$ cat src/rtl/gpp_host_loader_pkg.sv
// Shared constants for the GPP port-B host loader: widths, FSM encoding, FIFO depth.
// Width defaults match SA_WIDTH / D_WIDTH of define.h.
package gpp_host_loader_pkg;

  localparam int DEF_AW = 10;
  localparam int DEF_DW = 32;

  localparam int FIFO_DEPTH = 2;
  localparam int WDOG_W     = 24;

  // state | meaning
  // IDLE  | waiting for load_start, core held in reset
  // LOAD  | accepting image words, writing SRAM from address 0
  // RUN   | core released, waiting for core_done
  // DUMP  | reading the result window out through the FIFO
  // DONE  | one-cycle completion, core reset reasserted
  localparam logic [2:0] ST_IDLE = 3'd0;
  localparam logic [2:0] ST_LOAD = 3'd1;
  localparam logic [2:0] ST_RUN  = 3'd2;
  localparam logic [2:0] ST_DUMP = 3'd3;
  localparam logic [2:0] ST_DONE = 3'd4;

endpackage

$ cat src/rtl/gpp_host_loader_out_fifo.sv
// Two-entry result FIFO between SRAM read data and the valid/ready result port.
module loader_out_fifo
  import gpp_host_loader_pkg::*;
#(
  parameter int DW = DEF_DW
) (
  input  logic          Clk,
  input  logic          Rst,
  input  logic          push_i,
  input  logic [DW-1:0] push_data_i,
  output logic          out_valid_o,
  output logic [DW-1:0] out_data_o,
  input  logic          out_ready_i,
  output logic [1:0]    count_o
);

  logic [DW-1:0] mem_q [FIFO_DEPTH];
  logic          wr_ptr_q;
  logic          rd_ptr_q;
  logic [1:0]    count_q;
  logic          pop;
  logic          push_ok;

  assign out_valid_o = (count_q != 2'd0);
  assign out_data_o  = mem_q[rd_ptr_q];
  assign count_o     = count_q;
  assign pop         = out_valid_o && out_ready_i;
  // A push into a full FIFO is only legal when the head leaves in the same cycle.
  assign push_ok     = push_i && ((count_q != 2'(FIFO_DEPTH)) || pop);

  always_ff @(posedge Clk or posedge Rst) begin
    if (Rst) begin
      for (int i = 0; i < FIFO_DEPTH; i++) mem_q[i] <= '0;
      wr_ptr_q <= 1'b0;
      rd_ptr_q <= 1'b0;
      count_q  <= 2'd0;
    end else begin
      if (push_ok) begin
        mem_q[wr_ptr_q] <= push_data_i;
        wr_ptr_q        <= ~wr_ptr_q;
      end
      if (pop) rd_ptr_q <= ~rd_ptr_q;
      case ({push_ok, pop})
        2'b10:   count_q <= count_q + 2'd1;
        2'b01:   count_q <= count_q - 2'd1;
        default: count_q <= count_q;
      endcase
    end
  end

endmodule

$ cat src/rtl/gpp_host_loader.sv
// Host loader for GPP SRAM port B: load image, release core, wait Done, dump results.
// Define GPP_LOADER_TIMEOUT_EN to add a 24-bit RUN watchdog that aborts to DONE with err.
module gpp_host_loader
  import gpp_host_loader_pkg::*;
#(
  parameter int AW = DEF_AW,
  parameter int DW = DEF_DW
) (
  input  logic          Clk,
  input  logic          Rst,
  input  logic          load_start,
  input  logic [AW:0]   load_len,
  input  logic [AW-1:0] dump_base,
  input  logic [AW:0]   dump_len,
  input  logic [DW-1:0] in_data,
  input  logic          in_valid,
  output logic          in_ready,
  output logic          core_rst,
  input  logic          core_done,
  output logic [AW-1:0] Addr2,
  output logic [DW-1:0] Data_I,
  output logic          en2,
  output logic          we2,
  input  logic [DW-1:0] Data2_O,
  output logic [DW-1:0] out_data,
  output logic          out_valid,
  input  logic          out_ready,
  output logic          busy,
  output logic          err,
  output logic          done_pulse
);

  localparam logic [AW:0] MAX_LEN = {1'b1, {AW{1'b0}}};

  logic [2:0]    state_q, state_d;
  logic [AW:0]   len_ld_q, len_ld_d;
  logic [AW-1:0] base_q, base_d;
  logic [AW:0]   len_dp_q, len_dp_d;
  logic [AW:0]   wptr_q, wptr_d;
  logic [AW:0]   rcnt_q, rcnt_d;
  logic [AW:0]   acnt_q, acnt_d;
  logic [1:0]    run_cnt_q, run_cnt_d;
  logic          rd_q, rd_d;
  logic          cap_q, cap_d;
  logic          in_ready_q, in_ready_d;
  logic          core_rst_q, core_rst_d;
  logic [AW-1:0] addr_q, addr_d;
  logic [DW-1:0] wdata_q, wdata_d;
  logic          en_q, en_d;
  logic          we_q, we_d;
  logic          busy_q, busy_d;
  logic          err_q, err_d;
  logic          done_q, done_d;

  logic          fifo_valid;
  logic [1:0]    fifo_count;
  logic          pop;
  logic [2:0]    occ;
  logic          bad_len;
  logic          finish;
  logic          wdog_expired;

  loader_out_fifo #(.DW(DW)) u_out_fifo (
    .Clk         (Clk),
    .Rst         (Rst),
    .push_i      (cap_q),
    .push_data_i (Data2_O),
    .out_valid_o (fifo_valid),
    .out_data_o  (out_data),
    .out_ready_i (out_ready),
    .count_o     (fifo_count)
  );

`ifdef GPP_LOADER_TIMEOUT_EN
  logic [WDOG_W-1:0] wdog_q;

  always_ff @(posedge Clk or posedge Rst) begin
    if (Rst)                     wdog_q <= '0;
    else if (state_q == ST_RUN)  wdog_q <= wdog_q + 1'b1;
    else                         wdog_q <= '0;
  end

  assign wdog_expired = (state_q == ST_RUN) && (wdog_q == '1);
`else
  assign wdog_expired = 1'b0;
`endif

  assign pop     = fifo_valid && out_ready;
  // Reads in the address/data pipeline plus words parked in the FIFO.
  assign occ     = {2'b00, rd_q} + {2'b00, cap_q} + {1'b0, fifo_count};
  assign bad_len = (load_len > MAX_LEN) || (dump_len > MAX_LEN);

  always_comb begin
    state_d    = state_q;
    len_ld_d   = len_ld_q;
    base_d     = base_q;
    len_dp_d   = len_dp_q;
    wptr_d     = wptr_q;
    rcnt_d     = rcnt_q;
    acnt_d     = acnt_q;
    run_cnt_d  = run_cnt_q;
    in_ready_d = in_ready_q;
    core_rst_d = core_rst_q;
    addr_d     = addr_q;
    wdata_d    = wdata_q;
    err_d      = err_q;
    en_d       = 1'b0;
    we_d       = 1'b0;
    rd_d       = 1'b0;
    done_d     = 1'b0;
    cap_d      = rd_q;
    finish     = 1'b0;

    case (state_q)
      ST_IDLE: begin
        if (load_start) begin
          len_ld_d = load_len;
          base_d   = dump_base;
          len_dp_d = dump_len;
          err_d    = bad_len;
          wptr_d   = '0;
          rcnt_d   = '0;
          acnt_d   = '0;
          if (!bad_len) begin
            if (load_len == '0) begin
              state_d   = ST_RUN;
              run_cnt_d = 2'd0;
            end else begin
              state_d    = ST_LOAD;
              in_ready_d = 1'b1;
            end
          end
        end
      end
      ST_LOAD: begin
        if (in_valid && in_ready_q) begin
          en_d    = 1'b1;
          we_d    = 1'b1;
          addr_d  = wptr_q[AW-1:0];
          wdata_d = in_data;
          wptr_d  = wptr_q + 1'b1;
          if (wptr_q + 1'b1 == len_ld_q) begin
            in_ready_d = 1'b0;
            state_d    = ST_RUN;
            run_cnt_d  = 2'd0;
          end
        end
      end
      ST_RUN: begin
        // First RUN cycle lets the last write land; the cycle after release masks core_done.
        case (run_cnt_q)
          2'd0: begin
            core_rst_d = 1'b0;
            run_cnt_d  = 2'd1;
          end
          2'd1:    run_cnt_d = 2'd2;
          default: if (core_done) state_d = ST_DUMP;
        endcase
        if (wdog_expired && !(run_cnt_q == 2'd2 && core_done)) begin
          err_d  = 1'b1;
          finish = 1'b1;
        end
      end
      ST_DUMP: begin
        if (len_dp_q == '0) begin
          finish = 1'b1;
        end else begin
          if ((rcnt_q < len_dp_q) && ((occ < 3'd2) || (pop && occ == 3'd2))) begin
            en_d   = 1'b1;
            addr_d = base_q + rcnt_q[AW-1:0];
            rd_d   = 1'b1;
            rcnt_d = rcnt_q + 1'b1;
          end
          if (pop) begin
            acnt_d = acnt_q + 1'b1;
            if (acnt_q + 1'b1 == len_dp_q) finish = 1'b1;
          end
        end
      end
      ST_DONE: state_d = ST_IDLE;
      default: state_d = ST_IDLE;
    endcase

    if (finish) begin
      state_d    = ST_DONE;
      done_d     = 1'b1;
      core_rst_d = 1'b1;
    end

    busy_d = (state_d != ST_IDLE);
  end

  always_ff @(posedge Clk or posedge Rst) begin
    if (Rst) begin
      state_q    <= ST_IDLE;
      len_ld_q   <= '0;
      base_q     <= '0;
      len_dp_q   <= '0;
      wptr_q     <= '0;
      rcnt_q     <= '0;
      acnt_q     <= '0;
      run_cnt_q  <= 2'd0;
      rd_q       <= 1'b0;
      cap_q      <= 1'b0;
      in_ready_q <= 1'b0;
      core_rst_q <= 1'b1;
      addr_q     <= '0;
      wdata_q    <= '0;
      en_q       <= 1'b0;
      we_q       <= 1'b0;
      busy_q     <= 1'b0;
      err_q      <= 1'b0;
      done_q     <= 1'b0;
    end else begin
      state_q    <= state_d;
      len_ld_q   <= len_ld_d;
      base_q     <= base_d;
      len_dp_q   <= len_dp_d;
      wptr_q     <= wptr_d;
      rcnt_q     <= rcnt_d;
      acnt_q     <= acnt_d;
      run_cnt_q  <= run_cnt_d;
      rd_q       <= rd_d;
      cap_q      <= cap_d;
      in_ready_q <= in_ready_d;
      core_rst_q <= core_rst_d;
      addr_q     <= addr_d;
      wdata_q    <= wdata_d;
      en_q       <= en_d;
      we_q       <= we_d;
      busy_q     <= busy_d;
      err_q      <= err_d;
      done_q     <= done_d;
    end
  end

  assign in_ready   = in_ready_q;
  assign core_rst   = core_rst_q;
  assign Addr2      = addr_q;
  assign Data_I     = wdata_q;
  assign en2        = en_q;
  assign we2        = we_q;
  assign out_valid  = fifo_valid;
  assign busy       = busy_q;
  assign err        = err_q;
  assign done_pulse = done_q;

endmodule
$ cat config.mk
export PLATFORM = sky130hd
export DESIGN_NAME = gpp_host_loader
export DESIGN_NICKNAME = d
export VERILOG_FILES = /design/src/rtl/gpp_host_loader_pkg.sv /design/src/rtl/gpp_host_loader_out_fifo.sv /design/src/rtl/gpp_host_loader.sv
export SDC_FILE = /design/constraint.sdc
export NUM_CORES = 1
export LEC_CHECK = 0
export BUFFER_PORTS_ARGS = -buffer_cell sky130_fd_sc_hd__buf_2
export CORE_UTILIZATION = 45
export CTS_CLUSTER_SIZE = 12
export DETAILED_ROUTE_END_ITERATION = 8
export PLACE_DENSITY = 0.64
export SYNTH_ARGS = -nofsm -noshare
export SYNTH_HDL_FRONTEND = slang
export SYNTH_HIERARCHICAL = 1
export SYNTH_SLANG_ARGS = --single-unit
$ cat constraint.sdc
create_clock -name Clk -period 9.4 [get_ports Clk]
set_input_delay 0.94 -clock Clk [delete_from_list [all_inputs] [get_ports Clk]]
set_output_delay 0.94 -clock Clk [all_outputs]
set_load 0.02 [all_outputs]
==> results of run 1 <==
-- logic make-up (layout without fill, tap and decap cells) --
group,count (synthesis),count (layout),share of synthesized area
AOI/OAI and AO/OA,153,153,0.101
xor gates and xnor gates,39,39,0.0358
adders and majority gates,27,27,0.0370
buffers and inverters,84,256,0.0399
DFF,189,189,0.496
muxes,100,100,0.123
and+or+nand+nor,349,349,0.167
-- cells in the final DEF (no fill, tap or decap), drive strengths merged, types with 13 or more instances in the layout --
cell type	n
nor2	44
buf	188
clkbuf	18
nand3	20
dfrtp	188
xor2	13
a21oi	33
ha	25
o21ai	62
mux2	98
xnor2	26
nand2	205
inv	43
-- critical path: stages, from the launching register on --
cell      delay (ns)
dfrtp_1         0.47
inv_1           0.08
fa_1            0.39
ha_1            0.29
nand2_1         0.05
nor3_1          0.15
o32ai_1         0.15
a311oi_4        0.34
o21a_1          0.58
o311ai_0        0.25
o21a_1          0.15
-- cell type report --
cell class | instances | area [um2] | area share
Timing Repair Buffer | 188 | 953 | 0.0852
Inverter | 36 | 138 | 0.0123
Multi-Input combinational cell | 668 | 4420 | 0.395
Tap cell | 270 | 338 | 0.0302
Clock buffer | 18 | 429 | 0.0384
Clock inverter | 14 | 173 | 0.0154
Sequential cell | 189 | 4730 | 0.423
-- where the power goes --
group,switching (mW),internal [mW]
clock network,0.348,0.382
logic,0.758,0.536
registers,0.218,1.08
-- metal layers --
layer,GRT usage,vias up,part of all wire
met2,0.327,156,0.46
li1,-,3549,-
met4,0.0361,0,0.0065
met1,0.294,3473,0.49
met3,0.0336,15,0.036
met5,0,-,0
-- registers in the layout, summed over array words and instances (netlist names), 2 cells and up --
name	cells
wptr_q	11
run_cnt_q	2
len_ld_q	11
len_dp_q	11
Data_I	32
state_q	3
base_q	10
acnt_q	11
rcnt_q	11
u_out_fifo/mem_q	64
Addr2	10
u_out_fifo/count_o	2
-- worst paths after layout --
| kind | from | endpoint | slack (ns) | cells after the start |
|---|---|---|---|---|
| max in group asynchronous | Rst | Addr2[7] | 7.44 | 3 |
| min | cap_d | cap_q | 0.39 | 0 |
| min in group asynchronous | Rst | Data_I[26] | 0.67 | 2 |
| max | u_out_fifo/count_o[0] | Addr2[4] | 6.39 | 10 |
| max reg2reg | u_out_fifo/count_o[0] | Addr2[4] | 6.39 | 10 |
| min reg2reg | cap_d | cap_q | 0.39 | 0 |
-- through the flow --
stage | worst slack [ns] | hold WS [ns]
after floorplan | 5.25 | 0.354
after global placement | 6.20 | 0.368
after detailed placement | 6.10 | 0.373
after CTS | 6.36 | 0.389
after global routing | 6.11 | 0.389
final | 6.39 | 0.385
==> results_dict.tcl, run 1 <==
set metrics [dict create \
    syn2layout_area_growth_pct 17.4 \
    fin_cells 1383 \
    clock_skew_ns 0.0135 \
    firstDrtPassIters 4 \
    drc 0 \
    wirelength_um 21400 \
    synth_flop_cell "dfrtp_1" \
    grt_usage 0.204 \
    synthMostInstantiatedCell "nand2_1" \
    setup_viol 0 \
    vdd_drop_max_mv 0.152 \
    fin_setup_tns_ns 0 \
    port_buffers 183 \
    ant_nets 0 \
    p_per_area_nw_per_um2 297 \
    vias 7193 \
    final_max_slew_viol_count 0 \
    cts_sinks 189 \
    grt_start_max_net_pins 69 \
    synth_common_cells "nand2_1, dfrtp_1, mux2_2" \
    diodes 0 \
    die_area_um2 21800 \
    ios 184 \
    max_freq_ghz 0.332 \
    cts_hold_buffers 0 \
    cts_tree "done" \
    worstSkewPairLatency_ns 0.43 \
    cap_violations 0 \
    p_leak_nw 5.42 \
    rsz0062_at_grt "false" \
    arrival_ns 3.33 \
    period_share 0.320 \
    hp-class "flip-flop to flip-flop" \
    ys_seq_area_frac 0.496 \
    hold_viol 0 \
    place_area_um2 10600 \
    root_buffer "clkbuf_16" \
    htreeDepth 4 \
    cp.required_ns 9.72 \
    yosysTopAreaCell "dfrtp_1" \
    dp_cells 1351 \
    synthCells 941 \
    clk_transition_reported_paths_ns 0.07 \
    syn_area_um2 9530 \
    grt_pass1_wl_um 35600 \
    grt.overflow.total 0 \
    routedWlPerCell_um 15.5 \
    status "completed" \
    final_area_um2 11200 \
    hpwl_um 14800 \
    cts_resized 0 \
    grt_pass1_vias 6967 \
    syn_nets 1070 \
    synth_top_area_share 0.494 \
    cp-end-kind "flip-flop" \
    die_w_um 148 \
    gp_congestion 0.829 \
    synth_cell_types 61 \
    synth_edf_count 0 \
    avgSynthCellArea_um2 10.1 \
    yosysWarnings 6 \
    start_util 0.465 \
    path_class "flip-flop to flip-flop" \
    post-cts-setup-buffer-count 0 \
    synth_seq_cells 189 \
    finalCoreUtilization 0.546 \
    total_power_mw 3.32 \
    post_drt_via_cell_ratio 5.20 \
    antenna_found_initial 0 \
    crit_fanout 19 \
    clockBufferDepth 2 \
    drive_gt1_frac 0.304 \
    tightest_slew_ns 1.09 \
    synth_area_leaders "dfrtp_1, mux2_2, nand2_1, ha_1, o21ai_0" \
    fin_crit_ns 3.01 \
    cts_made_buffers 17 \
    synthArstFlopShare 1.00 \
    drt_iter0_markers 395 \
    start_kind "flip-flop" \
    core_area_um2 20500 \
    die_h_um 148 \
    fp-row-count 52 \
    maxSlewHeadroom 0.274 \
    n_fill_cell 1886 \
    nets 1229 \
]
No activity file was read; power rests on OpenSTA's default activity.
==> inputs of run 2 (changes only) <==
Clock period 9.4 ns to 2.9 ns, I/O delays scaled along.
==> run 2 against run 1 <==
Net effect:
- core utilization up 1.2 points
- maximum frequency up 9.6%
- worst hold slack worse by 0.35 ns
- clock-buffer cell count down 1
- combinational power rose to 3.4 times the previous value
- sequential power rose to 3.1 times the previous value
- clock power rose to 3.2 times the previous value
- critical path type unchanged
- critical endpoint is now rcnt_q[10]
==> results_dict.tcl, run 2 (same netlist as run 1, synthesis figures left out) <==
set metrics [dict create \
    maxSlewHeadroom 0.489 \
    clock_power_share 0.217 \
    gp_congestion 0.846 \
    vdd_drop_max_mv 0.490 \
    path_class "flip-flop to flip-flop" \
    grt_start_max_net_pins 50 \
    final_max_slew_viol_count 0 \
    die_area_um2 21800 \
    core_area_um2 20500 \
    hp-class "input pin to flip-flop" \
    whs_path_depth 3 \
    largest_reg_flops 64 \
    cts_made_buffers 17 \
    port_buffers 183 \
    syn2layout_area_growth_pct 19.9 \
    routedWlPerCell_um 15.5 \
    die_w_um 148 \
    post_drt_via_cell_ratio 5.18 \
    layout_common_cells "nand2_1, dfrtp_1, buf_2" \
    hold_start "in_data[5]" \
    start_kind "flip-flop" \
    hpwl_um 15500 \
    setup_viol 0 \
    multi_input_area_um2 4450 \
    p_comb_frac 0.409 \
    grt_pass1_vias 7229 \
    drive_gt1_frac 0.317 \
    max_freq_ghz 0.364 \
    r2r_slack_ns 0.15 \
    root_buffer "clkbuf_16" \
    arrival_ns 3.10 \
    nets 1250 \
    layout_commonest_cell "nand2_1" \
    ant_nets 0 \
    final-seq-area_um2 4730 \
    fin_setup_tns_ns 0 \
    die_h_um 148 \
    wirelength_um 21800 \
    pwr-share-seq 0.375 \
    r2r_end "rcnt_q[10]" \
    cts_tree "done" \
    hold_slack_ns 0.0376 \
    cp-end-kind "flip-flop" \
    clk_transition_reported_paths_ns 0.08 \
    cts_sinks 189 \
    hold_viol 0 \
    whs_endpoint "Data_I[5]" \
    tightest_slew_ns 0.766 \
    grt_usage 0.206 \
    clock_skew_ns 0.0192 \
    r2r_start "cap_q" \
    p_int_mw 6.50 \
    drt_iter0_markers 420 \
    diodes 0 \
    regMostFlops "u_out_fifo/mem_q" \
    cap_violations 0 \
    p_per_area_nw_per_um2 952 \
    grt_pass1_wl_um 35800 \
    fp-row-count 52 \
    fin_crit_ns 2.75 \
    worstSkewPairLatency_ns 0.44 \
    vias 7274 \
    antenna_found_initial 0 \
    clockBufferDepth 2 \
    firstDrtPassIters 4 \
    reg2reg_depth 11 \
    drc 0 \
    crit_fanout 7 \
    switching_share 0.402 \
    period_share 0.947 \
    n_fill_cell 1848 \
    switchingPower_mw 4.38 \
    grt.overflow.total 0 \
    status "completed" \
    cp.required_ns 3.25 \
    ios 184 \
    p_leak_nw 5.54 \
    start_util 0.465 \
    htreeDepth 4 \
]
==> run 2: per-stage QoR <==
stage / setup WS (ns) / utilization / total power [mW] / instance area (um2) / cells
floorplan: 0.312 / - / 7.21 / 9530 / 941
global placement: 0.168 / 0.525 / 8.49 / 10800 / 1368
detailed placement: 0.124 / 0.525 / 8.57 / 10800 / 1368
CTS: 0.100 / 0.555 / 11.0 / 11400 / 1401
global route: -0.0328 / 0.557 / 11.7 / 11400 / 1404
finish: 0.153 / 0.557 / 10.9 / 11400 / 1404
==> run 2: worst max-delay path, stage by stage, from the launching register on <==
cell and delay, ns:
dfrtp_1 0.34, inv_1 0.06, fa_1 0.44, ha_1 0.29
nand2_1 0.05, nor3_1 0.13, o32ai_1 0.14, a311oi_4 0.30
buf_4 0.17, o211ai_4 0.10, or4_1 0.49, a21oi_1 0.16
==> run 2: layout make-up <==
cell class,instances,area share
multi-input combinational,668,0.390
clock inverter,15,0.0165
sequential,189,0.414
inverter,36,0.0122
clock buffer,17,0.0372
timing repair buffer,209,0.101
tap,270,0.0296
==> run 2: worst max-delay path by stage <==
stage,endpoint,slack [ns],cells past startpoint,start
2_1_floorplan,rcnt_q[10],0.31,10,u_out_fifo/count_o[0]
3_3_place_gp,rcnt_q[7],0.17,10,cap_q
3_5_place_dp,rcnt_q[10],0.12,10,cap_q
4_1_cts,rcnt_q[5],0.1,10,cap_q
5_1_grt,rcnt_q[10],-0.03,11,cap_q
6_report,rcnt_q[10],0.15,11,cap_q
==> run 2: timing repair <==
item,4_1_cts,5_1_grt
hold buffers,1,0
setup buffers,0,3
setup endpoints to repair,0,14
endpoints found under the hold margin,27,0
resized for setup,0,4
==> run 2: per-layer routing <==
layer	share of wire	track usage
met5	0	0
met4	0.0095	0.0392
met3	0.041	0.0407
met2	0.47	0.334
met1	0.48	0.289
==> run 2: power by group through the flow <==
stage / logic, mW / registers (mW) / clock network [mW]
6_report: 4.45 / 4.07 / 2.35
3_5_place_dp: 4.46 / 4.12 / 0
4_1_cts: 4.47 / 4.08 / 2.42
2_1_floorplan: 2.84 / 4.37 / 0
3_3_place_gp: 4.39 / 4.10 / 0
5_1_grt: 4.92 / 4.20 / 2.53
==> inputs of run 3 (changes only) <==
Settings changed: CTS_BUF_LIST set to sky130_fd_sc_hd__clkbuf_4, SETUP_SLACK_MARGIN set to 0.1.
==> run 3 against run 2 <==
Net effect:
- setup slack improved by 0.046 ns
- critical path depth fell by 1
- clock skew rose by 0.0093 ns
- first-iteration DRC count fell by 15%
- power fell by 6.6%
- via count rose by 6.3%
- flip-flop and latch count did not move
- non-clock buffer count rose by 96
- routed wire length rose by 6.5%
- global-route usage rose by 1.3 points
- core utilization rose by 3.4 points
- clock-buffer cell count did not move
- largest power group unchanged
==> results_dict.tcl, run 3 (same netlist as run 1, synthesis figures left out) <==
set metrics [dict create \
    hp-class "input pin to flip-flop" \
    core_area_um2 20500 \
    worstSkewPairLatency_ns 0.60 \
    preCtsSetupSlack_ns 0.124 \
    layout_commonest_cell "nand2_1" \
    clock_power_share 0.147 \
    drc 0 \
    wirelength_um 23200 \
    drt_iter0_markers 357 \
    worst_slack_ns 0.199 \
    start_util 0.465 \
    total_power_mw 10.2 \
    max_freq_ghz 0.370 \
    switching_share 0.427 \
    path_cells "inv_1 -> ha_1 -> a21o_1 -> a31oi_1 -> o21ai_0 -> a311oi_4 -> buf_4 -> o211ai_4 -> or4_4 -> a21oi_2" \
    grt.overflow.total 0 \
    r2r_start "len_dp_q[2]" \
    hold_viol 0 \
    vdd_drop_max_mv 0.460 \
    tightest_slew_ns 0.773 \
    switchingPower_mw 4.34 \
    cap_violations 0 \
    whs_path_depth 3 \
    htreeDepth 4 \
    grt_pass1_wl_um 38200 \
    ios 184 \
    hpwl_um 15500 \
    regMostFlops "u_out_fifo/mem_q" \
    p_comb_frac 0.452 \
    maxSlewHeadroom 0.484 \
    clk_transition_reported_paths_ns 0.17 \
    whs_endpoint "u_out_fifo/rd_ptr_q" \
    worst_path_largest_cell_delay_ns 0.51 \
    hold_start "out_ready" \
    layout_common_cells "nand2_1, dfrtp_1, buf_2" \
    drive_gt1_frac 0.297 \
    p_leak_nw 5.82 \
    firstDrtPassIters 5 \
    die_h_um 148 \
    final_max_slew_viol_count 0 \
    clock_skew_ns 0.0285 \
    rsz0062_at_grt "false" \
    p_per_area_nw_per_um2 838 \
    largest_reg_flops 64 \
    arrival_ns 3.23 \
    grt_start_max_net_pins 50 \
    routedWlPerCell_um 15.4 \
    reg2reg_depth 10 \
    pwr-share-seq 0.401 \
    r2r_slack_ns 0.20 \
    die_area_um2 21800 \
    root_buffer "clkbuf_4" \
    cts_tree "done" \
    cp-end-kind "flip-flop" \
    cts_made_buffers 17 \
    cts_sinks 189 \
    r2r_end "rcnt_q[10]" \
    path_class "flip-flop to flip-flop" \
    cp_slowest_cell "or4_4" \
    period_share 0.931 \
    post_drt_via_cell_ratio 5.15 \
    start_kind "flip-flop" \
    antenna_found_initial 2 \
    grt_usage 0.220 \
    cp.required_ns 3.43 \
    grt_pass1_vias 7838 \
    ant_nets 0 \
    fin_crit_ns 2.70 \
    fin_setup_tns_ns 0 \
    die_w_um 148 \
    p_int_mw 5.82 \
    vias 7735 \
    fp-row-count 52 \
    gp_congestion 0.846 \
    clockBufferDepth 2 \
    setup_viol 0 \
    port_buffers 183 \
    nets 1346 \
    status "completed" \
    crit_fanout 7 \
    syn2layout_area_growth_pct 27.2 \
]
run 3: cell types whose count changed in the layout (fill, tap and decap cells not counted), sizes merged:
| cell | delta |
|---|---|
| dlygate4sd3 | +96 |
| diode | +2 |
run 3: layout make-up:
| type | count | area, um2 |
|---|---|---|
| Fill cell | 1791 | 8380 |
| Sequential cell | 189 | 4730 |
| Multi-Input combinational cell | 668 | 4470 |
| Timing Repair Buffer | 305 | 2120 |
| Tap cell | 270 | 338 |
| Clock inverter | 15 | 189 |
| Inverter | 36 | 139 |
| Clock buffer | 17 | 128 |
| Antenna cell | 2 | 5.00 |
run 3: worst max-delay path: cells and delay by family (launching register included):
kind,cells,cell delay [ns]
compound gates,6,1.09
simple gates,1,0.51
flops,1,0.45
fa+ha+maj,1,0.33
buf+inv,2,0.27
run 3: timing repair:
action | in CTS | in global routing
buffers inserted | 0 | 3
hold buffers | 97 | 0
hold endpoints to repair | 189 | 0
setup endpoints to repair | 0 | 17
gates resized for setup | 0 | 10
run 3: power by group through the flow:
stage          Sequential [mW]  Combinational [mW]  Clock (mW)
3_5_place_dp              4.12                4.46           0
3_3_place_gp              4.10                4.39           0
4_1_cts                   4.07                4.57        1.56
6_report                  4.07                4.59        1.49
5_1_grt                   4.19                5.07        1.66
2_1_floorplan             4.37                2.84           0
run 3: how the worst max path moves through the flow:
stage / slack (ns) / end / startpoint / depth (start not counted)
floorplan: 0.31 / rcnt_q[10] / u_out_fifo/count_o[0] / 10
global placement: 0.17 / rcnt_q[7] / cap_q / 10
detailed placement: 0.12 / rcnt_q[10] / cap_q / 10
CTS: 0.11 / rcnt_q[5] / cap_q / 10
global route: 0.08 / rcnt_q[10] / len_dp_q[2] / 10
finish: 0.20 / rcnt_q[10] / len_dp_q[2] / 10
run 3: stage by stage:
step,cell area [um2],hold slack (ns),instances,utilization
2_1_floorplan,9530,0.354,941,-
3_3_place_gp,10800,0.358,1368,0.525
3_5_place_dp,10800,0.375,1368,0.525
4_1_cts,12000,0.0811,1497,0.587
5_1_grt,12100,0.115,1502,0.591
6_report,12100,0.137,1502,0.591
run 3: metal layers:
layer	global-route usage	vias to the layer above	routed length, um
li1	-	3794	-
met1	0.298	3715	10900
met2	0.362	195	11100
met3	0.0358	31	852
met4	0.0686	0	405
met5	0	-	0
